`config.mk`:
```
export PLATFORM = sky130hd
export DESIGN_NAME = count_seq_monitor
export DESIGN_NICKNAME = d
export VERILOG_FILES = /design/src/rtl/count_seq_monitor.sv
export SDC_FILE = /design/constraint.sdc
export NUM_CORES = 1
export LEC_CHECK = 0
export CORE_ASPECT_RATIO = 0.7
export CORE_MARGIN = 2
export CORE_UTILIZATION = 45
export DETAILED_ROUTE_END_ITERATION = 8
export PLACE_DENSITY = 0.74
export SETUP_SLACK_MARGIN = 0.05
export SYNTH_ARGS = -nofsm -noshare
export SYNTH_HDL_FRONTEND = slang
export SYNTH_SLANG_ARGS = --single-unit
```
`constraint.sdc`:
```
create_clock -name clk -period 1.4 [get_ports clk]
set_input_delay 0.35 -clock clk [delete_from_list [all_inputs] [get_ports clk]]
set_output_delay 0.35 -clock clk [all_outputs]
set_load 0.02 [all_outputs]
```
`src/rtl/count_seq_monitor.sv`:
```
// count_seq_monitor: checks a registered counter value bus for strict +1 (mod 2^WIDTH) steps.
// Acquires lock after LOCK_COUNT consecutive good steps. While locked it flags sequence errors,
// keeps a saturating error count and pulses on max -> 0 wrap-around. All outputs are registered.
// Optional feature: define SEQMON_HOLD_OK_EN to treat a repeated sample (stalled counter) as a
// HOLD instead of a mismatch.
module count_seq_monitor #(
    parameter int unsigned WIDTH      = 3,
    parameter int unsigned LOCK_COUNT = 4,
    parameter int unsigned ERR_CNT_W  = 8
) (
    input  logic                 clk,
    input  logic                 reset,
    input  logic                 valid_in,
    input  logic [WIDTH-1:0]     value_in,
    input  logic                 clear_err,
    output logic                 locked,
    output logic                 err_pulse,
    output logic [ERR_CNT_W-1:0] err_count,
    output logic [WIDTH-1:0]     expected,
    output logic                 wrap_pulse
);

    typedef enum logic [1:0] {StIdle, StAcquire, StLocked} state_e;

    localparam logic [3:0] LockCnt = 4'(LOCK_COUNT);

    state_e           state;
    logic [3:0]       match_cnt;
    logic [WIDTH-1:0] next_value;
    logic             match;
    logic             hold;
    logic             is_error;
    logic             err_sat;

    assign next_value = value_in + WIDTH'(1);
    assign match      = (value_in == expected);

`ifdef SEQMON_HOLD_OK_EN
    // A repeat of the last accepted value means the counter stalled; it is neither good nor bad.
    assign hold = (state != StIdle) && (value_in == expected - WIDTH'(1));
`else
    assign hold = 1'b0;
`endif

    assign is_error = valid_in && !hold && (state == StLocked) && !match;
    assign err_sat  = &err_count;

    // Sequence FSM with registered lock, pulse and expected-value outputs.
    always_ff @(posedge clk) begin
        if (reset) begin
            state      <= StIdle;
            match_cnt  <= 4'd0;
            locked     <= 1'b0;
            err_pulse  <= 1'b0;
            expected   <= '0;
            wrap_pulse <= 1'b0;
        end else begin
            err_pulse  <= 1'b0;
            wrap_pulse <= 1'b0;
            if (valid_in && !hold) begin
                expected <= next_value;
                unique case (state)
                    StIdle: begin
                        state     <= StAcquire;
                        match_cnt <= 4'd0;
                    end
                    StAcquire: begin
                        if (match) begin
                            match_cnt <= match_cnt + 4'd1;
                            if (match_cnt + 4'd1 == LockCnt) begin
                                state  <= StLocked;
                                locked <= 1'b1;
                            end
                        end else begin
                            match_cnt <= 4'd0;
                        end
                    end
                    StLocked: begin
                        if (match) begin
                            wrap_pulse <= (value_in == '0);
                        end else begin
                            state     <= StAcquire;
                            locked    <= 1'b0;
                            err_pulse <= 1'b1;
                            match_cnt <= 4'd0;
                        end
                    end
                    default: state <= StIdle;
                endcase
            end
        end
    end

    // Saturating error counter; a clear coinciding with an error keeps that new error.
    always_ff @(posedge clk) begin
        if (reset) begin
            err_count <= '0;
        end else if (clear_err) begin
            err_count <= is_error ? ERR_CNT_W'(1) : '0;
        end else if (is_error && !err_sat) begin
            err_count <= err_count + ERR_CNT_W'(1);
        end
    end

endmodule

```
# == After elaboration in Yosys (flattened, before gate mapping) ==
# Cells that the tools add are included.
# word_totals
register_bits,20
word_cells,51
# op_classes
reduce_logical,16
addsub,3
n_bitwise,3
n_eq_ne,7
n_mux,15
# ops
cell,n
two-way mux 8 bit,2
one-hot mux 4 bit (3 select lines),1
"adder 8 x 1 -> 8 bit, second input constant",1
two-way mux 4 bit,2
AND reduction 8 bit,1
two-way mux 2 bit,3
"inequality test 2 bit, second input constant",3
one-hot mux 2 bit (3 select lines),1
two-way mux 1 bit,5
AND reduction 5 bit,1
"adder 4 x 1 -> 4 bit, second input constant",1
"equality test 4 x 3 -> 1 bit, second input constant",1
AND reduction 4 bit,1
nonzero test 2 bit,2
OR reduction 4 bit,1
"adder 3 x 1 -> 3 bit, second input constant",1
equality test 3 bit,1
logical AND 1 bit,3
zero test 3 bit,1
inverter 1 bit,3
AND reduction 3 bit,1
nonzero test 3 bit,1
OR reduction 3 bit,1
"equality test 2 x 1 -> 1 bit, second input constant",1
other kinds (4),5

# == Depth between registers and ports, before layout ==
# logic_depth
depth_word,6
depth_mapped,5

# == Worst setup path after synthesis ==
# OpenSTA, ideal clock, no wires.
# synth_timing
path_type,reg-to-reg
start,reg expected[0]
end,reg err_count[5]
t_arrival_ns,1.515
required_ns,1.330
stages_incl_launch_ff,5
slack_ns,-0.185
n_path_buf,0
setup_time_ns,0.070
path_cell_list,dfxtp_1 -> xnor2_1 -> a31o_4 -> or4_1 -> a21oi_1
# synth_via
elab_chain_cells,5
# synth_rtl
element,line,source
"start, declared",19,"output logic [WIDTH-1:0] expected,"
"start signal, assigned",61,expected <= next_value;
equality test 3 bit,36,assign match = (value_in == expected);
zero test 1 bit,45,assign is_error = valid_in && !hold && (state == StLocked) && !match;
logical AND 1 bit,45,
logical AND 1 bit,100,end else if (is_error && !err_sat) begin
nonzero test 2 bit (no line),n/a,
"end signal, assigned",99,err_count <= is_error ? ERR_CNT_W'(1) : '0;
"end signal, assigned",101,err_count <= err_count + ERR_CNT_W'(1);
"end, declared",18,"output logic [ERR_CNT_W-1:0] err_count,"
# Every way passes these cells.
# A chain may end at the register's enable or synchronous reset.

# == Final worst setup path ==
# layout_timing
start,reg err_count[2]
end,reg err_count[7]
# layout_via
elab_chain_cells,4
# layout_rtl
element
branches (longest 4 deep; another with adder 8 x 1 -> 8 bit)
# Several ways; the timed one is not identified. The select of a mux whose other input is x is not followed.

==> results.md <==
- The startpoint identified for the worst hold timing path is err_count[6]$_SDFFE_PP0P_.
- Sorting the synthesized cells by area gives the leading types as sky130_fd_sc_hd__dfxtp_1, sky130_fd_sc_hd__ha_1, sky130_fd_sc_hd__nand2_1.
- The critical path is of the register to register type.
- TritonCTS created 3 clock buffers.
- The routed design has 3.911 mm of wire.
- The finished cells cover 1948 µm².
- The wire length of the first global-routing pass is 5.513 mm.
- The final critical-path share of the clock period is 1.081.
- The largest vdd supply drop is 576.7 µV.
- The final number of hold-violating endpoints is 0.
- The data arrival at the endpoint of the critical path is 1760 ps.
- The number of hold buffers added after CTS was 0.
- The design draws 1.177 mW.
- Max-cap violations in this run came to 0.
- The largest fanout on the critical path is 6.
- Setup violations remaining at the end of the flow were counted as 12.
- The cell with the largest stage delay on the worst path is sky130_fd_sc_hd__or4_1.
- Dividing the detail-routed wire length by the instance count gives 18.02 µm.
- The worst setup path is launched from a register.
- Of all cell types, the one taking the most synthesized area is sky130_fd_sc_hd__dfxtp_1.
- The final instance count without filler cells is 217.
- The checks that failed: negative setup slack.
- The clock tree from TritonCTS is done.
- The total number of yosys warnings is 0.
- The total cell area at the placement stage is 1599 µm².
- The area share of the largest cell type after synthesis is 0.3721.
- In this run the number of H-tree levels came out at 1.
- The biggest cell delay along the critical path is 510 ps.
- The leakage power is 0.7705 nW.
- The count of nets after finishing is 198.
- The required time of the critical path is 1640 ps.
- The initial antenna violation count is 0.
- The path class of the tightest hold or removal check is register to register.
- Of the cells placed in the final design, the portion with a size suffix greater than 1 is 0.5622.
- The number of buffers and inverters on the critical path is 0.
- The critical path startpoint is err_count[2]$_SDFFE_PP0P_.
- Summed over all layers, the global routing overflow is 0.
- The number of iterations in the first detailed-routing pass is 4.
- The I/O pin count is 21.
- Dividing the detail-routed via count by the number of cells gives 5.908.
- Power spread over the standard cell area amounts to 604.4 nW/µm².
- The headroom to the max-slew limit is 0.7087.
- The type of element capturing the critical path is a register.
- The maximum number of buffers from clock root to sink is 2.
- Across every metal layer, demand over resource in global routing totals 0.2528.
- For this run, asynchronously set or reset flops after synthesis account for 0.
- Summing every instance area after synthesis gives 1076 µm².
- The initial utilization of the core area, before any placement, comes to 0.4875.
- The transition time of the tightest slew-check pin is 435.6 ps.
- The via count of the first global-routing pass is 1156.
- The net count of the mapped netlist is 137.
- The mean area per synthesized cell is 8.608 µm².
- Among all flip-flop cells after synthesis, the most frequent one is sky130_fd_sc_hd__dfxtp_1.
- The number of cells on the critical path is 4.
- The HPWL reported at the end of detailed placement is 2.106 mm.
- The count of cells along the worst hold path is 2.
- The number of standard cells after synthesis is 125.
- The startpoint of the worst-slack reg-to-reg timing path is err_count[2]$_SDFFE_PP0P_.
- After clock tree synthesis, the clock-pin slew on the worst setup and hold paths is 120 ps.
- In this run the tool buffered the top-level ports with 20 buffer cells.
- At the later pin of the worst-skew pair, clock insertion delay measures 310 ps.
- The signal on the critical path passes through and3_1 > o31ai_4 > or4_1 > a21oi_1.
- From synthesis to final layout, the design area changed by 81.05%.
- The full die area is 2804 µm².
- The maximum frequency from static timing analysis is 660.9 MHz.
- The congestion estimate from routability-driven global placement came to 0.8753.
- The routed layout has 1282 vias.
- Setup repair after global routing could not meet its margin everywhere.
- The portion of the post-synthesis area used by sequential elements is 0.3721.
- Once detail routing completed, the nets flagged for antenna violations numbered 0.
- The number of cells on the worst reg-to-reg path is 4.
- The antenna diode count is 0.
- The number of distinct library cells after synthesis is 41.
- The number of slew-limit violations in the final report came to 0.
- The largest net degree at the start of global routing is 12.
- In this run, synthesis inferred 0 flip-flops with an integrated enable.
- Leaving out fill and tap cells, the most frequent cell in the layout is sky130_fd_sc_hd__buf_4.
- Across all setup checks in the final design, the least slack found is -113.1 ps.
- The worst path in the final design needs a cycle of 1513 ps, including I/O delays and setup.
- The total DRC errors in the routed layout is 0.
- The x dimension of the die is 62.45 µm.
- The row count is 14.
- CTS placed an instance of sky130_fd_sc_hd__clkbuf_4 at the clock tree root.
- The cell total after placement is 198.
- The pre-CTS setup slack is -643.0 ps.
- The die is 44.91 µm tall.
- The detailed router's first-iteration violation count is 81.
- The top cell types in the final layout, fill and taps aside, are sky130_fd_sc_hd__buf_4, sky130_fd_sc_hd__dfxtp_4, sky130_fd_sc_hd__nand2_1.
- After filler insertion, the fill cell instance count of the layout stands at 107.
- The number of synthesized register bits is 20.
- The clock skew after layout is 9.854 ps.
- The clock sink total is 20.
- The core footprint is 2207 µm².
- The run finished, with violations left.
- The gate family responsible for the most delay along the worst path is simple AND/OR/NAND/NOR gates.
[layer usage]
| layer | share of wire | global-route usage | up-vias |
|---|---|---|---|
| li1 | - | - | 592 |
| met1 | 0.45 | 0.3178 | 619 |
| met2 | 0.48 | 0.4538 | 63 |
| met3 | 0.060 | 0.05985 | 8 |
| met4 | 0.015 | 0.05778 | 0 |
| met5 | 0 | 0 | - |
[path summary, 6_finish.rpt]
check / to / slack [ps]
setup / recovery: err_count[7]$_SDFFE_PP0P_ / -110
hold / removal: err_count[6]$_SDFFE_PP0P_ / 500
setup reg to reg: err_count[7]$_SDFFE_PP0P_ / -110
hold reg to reg: err_count[6]$_SDFFE_PP0P_ / 500
[cell type report]
type                    instances  area (µm²)  share of cell area
multi-input cells              95       905.9              0.4650
inverters                       8       30.03             0.01541
repair buffers                 58       493.0              0.2531
flip-flops and latches         20       442.9              0.2274
well taps                      32       40.04             0.02055
clock buffers                   4       36.28             0.01863
[repair_timing]
item,CTS,global route
gates cloned,1,0
resized for setup,67,30
setup buffers,6,8
endpoints found under the setup margin,30,27
pin swaps,16,14
[state kept, by name, summed over array words and instances, names as in the netlist]
register	cells
match_cnt	4
locked	1
state	2
expected	3
err_pulse	1
wrap_pulse	1
err_count	8
[cells in the mapped netlist (all sizes together) (2+ instances only)]
master   count
dfxtp       20
nand2       12
inv          8
nor2         7
a21oi        6
o31ai        6
ha           5
nand3        5
o21ai        5
xnor2        4
a211oi       3
and3         3
o32ai        3
or2          3
or4          3
clkbuf       2
nand2b       2
nor2b        2
nor3         2
o2bb2ai      2
o41ai        2
[logic make-up (layout without fill, tap and decap cells)]
logic type,count (synthesis),after routing,synth area share
fa+ha+maj,5,5,0.05814
xor+xnor,5,5,0.04070
mux,1,1,0.009303
buf+inv,11,70,0.03837
simple gates,45,45,0.2175
compound gates,38,39,0.2640
flops,20,20,0.3721
[report_power, final]
group          internal [mW]  switching, mW
Clock                  0.159          0.195
Sequential             0.564         0.0129
Combinational          0.126          0.121
Total                  0.849          0.328
[stage by stage]
stage                     TNS, ps  hold WS, ps  utilization
final                      -710.4        499.7       0.8827
after global routing        -1238        528.5       0.8827
after CTS                  -284.2        485.7       0.8169
after detailed placement    -9312        467.9       0.7245
after global placement      -8590        457.6       0.7245
after floorplan            -1.932        438.9            -
[worst register-to-register path, delay by kind of cell, from the launching register on]
family	cells	cell delay, ps
compound gates	2	310
flops	1	400
simple gates	2	730
Note: power is estimated with default switching activity, not from simulation.
==> edit 1: new RTL, same settings <==
Set the parameter `WIDTH` to 2 (it was 3).
--- a/src/rtl/count_seq_monitor.sv
+++ b/src/rtl/count_seq_monitor.sv
@@ -4,7 +4,7 @@
 // Optional feature: define SEQMON_HOLD_OK_EN to treat a repeated sample (stalled counter) as a
 // HOLD instead of a mismatch.
 module count_seq_monitor #(
-    parameter int unsigned WIDTH      = 3,
+    parameter int unsigned WIDTH      = 2,
     parameter int unsigned LOCK_COUNT = 4,
     parameter int unsigned ERR_CNT_W  = 8
 ) (
Ports: changed (resized expected and value_in); port bits go from 21 to 19. The function was not compared with the original's and may differ.
==> edit 1 against the unedited design <==
The flow still finishes with violations (setup timing); hold slack got worse by 0.016 ns; total power fell by 9.8%; wire length is 13% lower; synthesized area shrank 6.3%; largest power group unchanged; sequential power down 4.3%; sequential cell count is 1 lower; setup slack worse by 0.062 ns; cell area is 13% lower.
==> edit 1: results (changes against the unedited design) <==
[outcome]
outcome = complete, but fails checks  ; unchanged
violations = setup timing  ; unchanged

[timing]
timing.setup.tns_ns = -0.876  ; was -0.710 ns
post_layout_worst_setup_margin_ns = -0.176  ; was -0.113 ns
timing.clock.skew_ns = 0.0183  ; was 0.00985 ns
setup_viol = 12  ; unchanged
hold_slack_ns = 0.484  ; was 0.500 ns

[pwr]
static_leakage_nw = 0.661  ; was 0.771 nW
comb_pwr_uw = 209  ; was 247 uW
power.share.switching_pct = 30.0  ; was 27.9%

[placed_design]
gp_routability_congestion = 0.918  ; was 0.875
placed_cell_area_sq_mm = 0.00150  ; was 0.00160 sq mm

[route]
met3_layer_wire_length_in_the_routed_design_um = 277  ; was 236 um
dr_total_vias = 1183  ; was 1282
totalWireLength_um = 3420  ; was 3910 um
met1_length_um = 1520  ; was 1760 um
route.detailed.vias_per_inst = 5.94  ; was 5.91

[cts]
postCtsSetupRepairBufs = 4  ; was 6
postCtsResizedCells = 74  ; was 67

[layout]
final_nets = 177  ; was 198
largest_registers = err_count (8), match_cnt (4)  ; was err_count (8), match_cnt (4), expected (3)

[critical_path]
critical_path_peak_fanout = 5  ; was 6

[logic_synthesis]
synth_cell_type_count = 42  ; was 41
synth.cells.most_frequent = sky130_fd_sc_hd__dfxtp_1 (19), sky130_fd_sc_hd__nand2_1 (10), sky130_fd_sc_hd__nor2_1 (9)  ; was sky130_fd_sc_hd__dfxtp_1 (20), sky130_fd_sc_hd__nand2_1 (12), sky130_fd_sc_hd__inv_1 (8)
synth_seq_area_share_pct = 37.7  ; was 37.2%

[global_routing]
grt_util_all_layers_pct = 28.2  ; was 25.3%

## edit 1: area by class of cell
cell class	instances	area, sq um	share of cell area, %
Clock inverter	1	5.00	0.294
Sequential cell	19	404	23.8
Timing Repair Buffer	52	437	25.7
Inverter	6	22.5	1.32
Multi-Input combinational cell	86	769	45.3
Clock buffer	3	22.5	1.32
Tap cell	32	40.0	2.35
## edit 1: routing by layer
metal | vias to the layer above | global-route usage, %
li1 | 543 | -
met4 | 0 | 7.83
met2 | 66 | 40.9
met1 | 567 | 41.3
met5 | - | 0
met3 | 7 | 7.76
## edit 1: path summary, 6_finish.rpt
| path | from | end | slack, ns | depth (start not counted) |
|---|---|---|---|---|
| max reg2reg | expected[0] | err_count[5] | -0.18 | 5 |
| max | expected[0] | err_count[5] | -0.18 | 5 |
| min reg2reg | locked | locked | 0.48 | 2 |
| min | locked | locked | 0.48 | 2 |
## edit 1: kinds of logic (layout without fill, tap and decap cells)
kind of cell / after synthesis / count (layout) / synth area share, %
AND/OR/NAND/NOR: 46 / 46 / 24.3
AO/OA/AOI/OAI: 33 / 33 / 23.6
flip-flops: 19 / 19 / 37.7
buffers and inverters: 12 / 62 / 5.46
adder cells (fa/ha/maj): 3 / 3 / 3.72
XOR/XNOR: 2 / 2 / 3.23
multiplexers: 2 / 2 / 1.99
## edit 1: worst max-delay path: cells and delay by family (launching register included)
| kind | cells | cell delay (ns) |
|---|---|---|
| multiplexers | 1 | 0.27 |
| buffers and inverters | 1 | 0.18 |
| AO/OA/AOI/OAI | 1 | 0.20 |
| flip-flops | 1 | 0.39 |
| XOR/XNOR | 1 | 0.18 |
| AND/OR/NAND/NOR | 1 | 0.29 |
==> edit 2: new RTL, same flow settings <==
Made on the original files. Re-encode `state_e` (3 states) as one-hot, 3 bits wide.
--- a/src/rtl/count_seq_monitor.sv
+++ b/src/rtl/count_seq_monitor.sv
@@ -20,7 +20,7 @@
     output logic                 wrap_pulse
 );
 
-    typedef enum logic [1:0] {StIdle, StAcquire, StLocked} state_e;
+    typedef enum logic [2:0] {StIdle = 3'b001, StAcquire = 3'b010, StLocked = 3'b100} state_e;
 
     localparam logic [3:0] LockCnt = 4'(LOCK_COUNT);
 
Function: same outputs for any inputs over 10 cycles, from zero or initial values and one cycle with reset high; not proved beyond that.
==> edit 2 against the unedited design <==
Synthesized area is 4.3% higher; non-clock buffer count is 9 lower; sequential share of layout area is 3.5 points higher; global-route usage is 5.0 points lower; core utilization is 19 points lower; setup slack worse by 0.23 ns; sequential cell count is 1 higher; cell area is 14% lower; the flow still finishes with violations (setup timing); via count is 13% lower; wire length is 31% lower; total power is 0.14% higher; clock skew is 0.0045 ns lower.
==> edit 2: results (changes against the unedited design) <==
[outcome]
outcome = complete, but fails checks  ; unchanged
violations = setup timing  ; unchanged

[timing]
post_layout_worst_setup_margin_ns = -0.343  ; was -0.113 ns
setup_viol = 14  ; was 12
worst_slew_margin_rel_pct = 61.9  ; was 70.9%

[layout]
synthToLayoutAreaGrowth_pct = 49.4  ; was 81.0%
fillers = 198  ; was 107
signal_buffers = 49  ; was 58
final_layout_size_suffix_gt1_share_pct = 44.1  ; was 56.2%
largest_registers = err_count (8), match_cnt (4)  ; was err_count (8), match_cnt (4), expected (3)
seqCellArea_sq_um = 440  ; was 443 sq um
clockNetworkAreaShare_pct = 1.64  ; was 1.86%
multi_input_area_share_pct = 45.7  ; was 46.5%
final_nets = 191  ; was 198
area_share_nonclk_buffers_pct = 22.8  ; was 25.3%
layout.comb_gates.multi_input = 100  ; was 95
num-nonclk-inverters = 5  ; was 8

[logic_synthesis]
synth_adder_area_share_pct = 4.46  ; was 5.81%
synth_seq_area_share_pct = 37.5  ; was 37.2%
postSynthCellCount = 133  ; was 125
synth_compound_gate_area_share_pct = 14.8  ; was 26.4%
ys_seq_elements = 21  ; was 20
synth_xor_area_share_pct = 6.24  ; was 4.07%
synth.cells.most_frequent = sky130_fd_sc_hd__dfxtp_1 (21), sky130_fd_sc_hd__nor2_1 (15), sky130_fd_sc_hd__nand2b_1 (10)  ; was sky130_fd_sc_hd__dfxtp_1 (20), sky130_fd_sc_hd__nand2_1 (12), sky130_fd_sc_hd__inv_1 (8)
synth.mux.area_fraction_pct = 2.68  ; was 0.930%

[global_routing]
grt_util_met2_pct = 33.7  ; was 45.4%
grt_use_met1_pct = 26.1  ; was 31.8%
grt_start_max_net_pins = 15  ; was 12
grt_pass1_vias = 1042  ; was 1156
met3_usage_grt_pct = 5.69  ; was 5.99%
grt_util_all_layers_pct = 20.2  ; was 25.3%

[route]
wl_per_cell_um = 12.7  ; was 18.0 um
met3_layer_wire_length_in_the_routed_design_um = 133  ; was 236 um
first_iter_violations = 40  ; was 81
routed-wl-met2_um = 1260  ; was 1860 um
dr_total_vias = 1119  ; was 1282
totalWireLength_um = 2710  ; was 3910 um

[cts]
postCtsSetupRepairBufs = 3  ; was 6
insertion_delay_ns = 0.33  ; was 0.31 ns
postCtsResizedCells = 55  ; was 67

[critical_path]
critical-path-max-stage-delay_ns = 0.40  ; was 0.51 ns
cp-startpoint = state[0]  ; was err_count[2]
rr_endpoint = err_count[3]  ; was err_count[7]
worstRegToRegCells = 5  ; was 4
crit_path_top_delay_cell = sky130_fd_sc_hd__or3b_4  ; was sky130_fd_sc_hd__or4_1
cp.arrival_ns = 2.01  ; was 1.76 ns

[placed_design]
placed_cell_area_sq_mm = 0.00158  ; was 0.00160 sq mm
place_inst = 207  ; was 198
placement.setup.worst_slack_ns = -0.701  ; was -0.643 ns

[pwr]
max-vdd-ir-drop_uv = 549  ; was 577 uV
static_leakage_nw = 0.691  ; was 0.771 nW

edit 2: cell types whose count changed after synthesis, sizes merged, moves of 3 or more:
cell,unedited run,this run
nand2b,2,10
nor2,7,15
o31ai,6,1
nand2,12,8
nor3,2,6
xnor2,4,8
a21oi,6,9
buf,1,4
inv,8,5
o32ai,3,0
edit 2: worst min path at each step:
stage | slack (ns) | endpoint | from | depth (start not counted)
floorplan | 0.44 | expected[0] | value_in[0] | 1
detailed placement | 0.48 | match_cnt[1] | match_cnt[1] | 2
CTS | 0.50 | match_cnt[1] | match_cnt[1] | 2
global route | 0.53 | match_cnt[1] | match_cnt[1] | 2
global placement | 0.47 | match_cnt[1] | match_cnt[1] | 2
finish | 0.50 | match_cnt[1] | match_cnt[1] | 2
edit 2: power by group:
| group | total, mW | internal (mW) | switching [mW] |
|---|---|---|---|
| clock | 0.320 | 0.108 | 0.213 |
| sequential | 0.621 | 0.609 | 0.0122 |
| combinational | 0.237 | 0.118 | 0.119 |
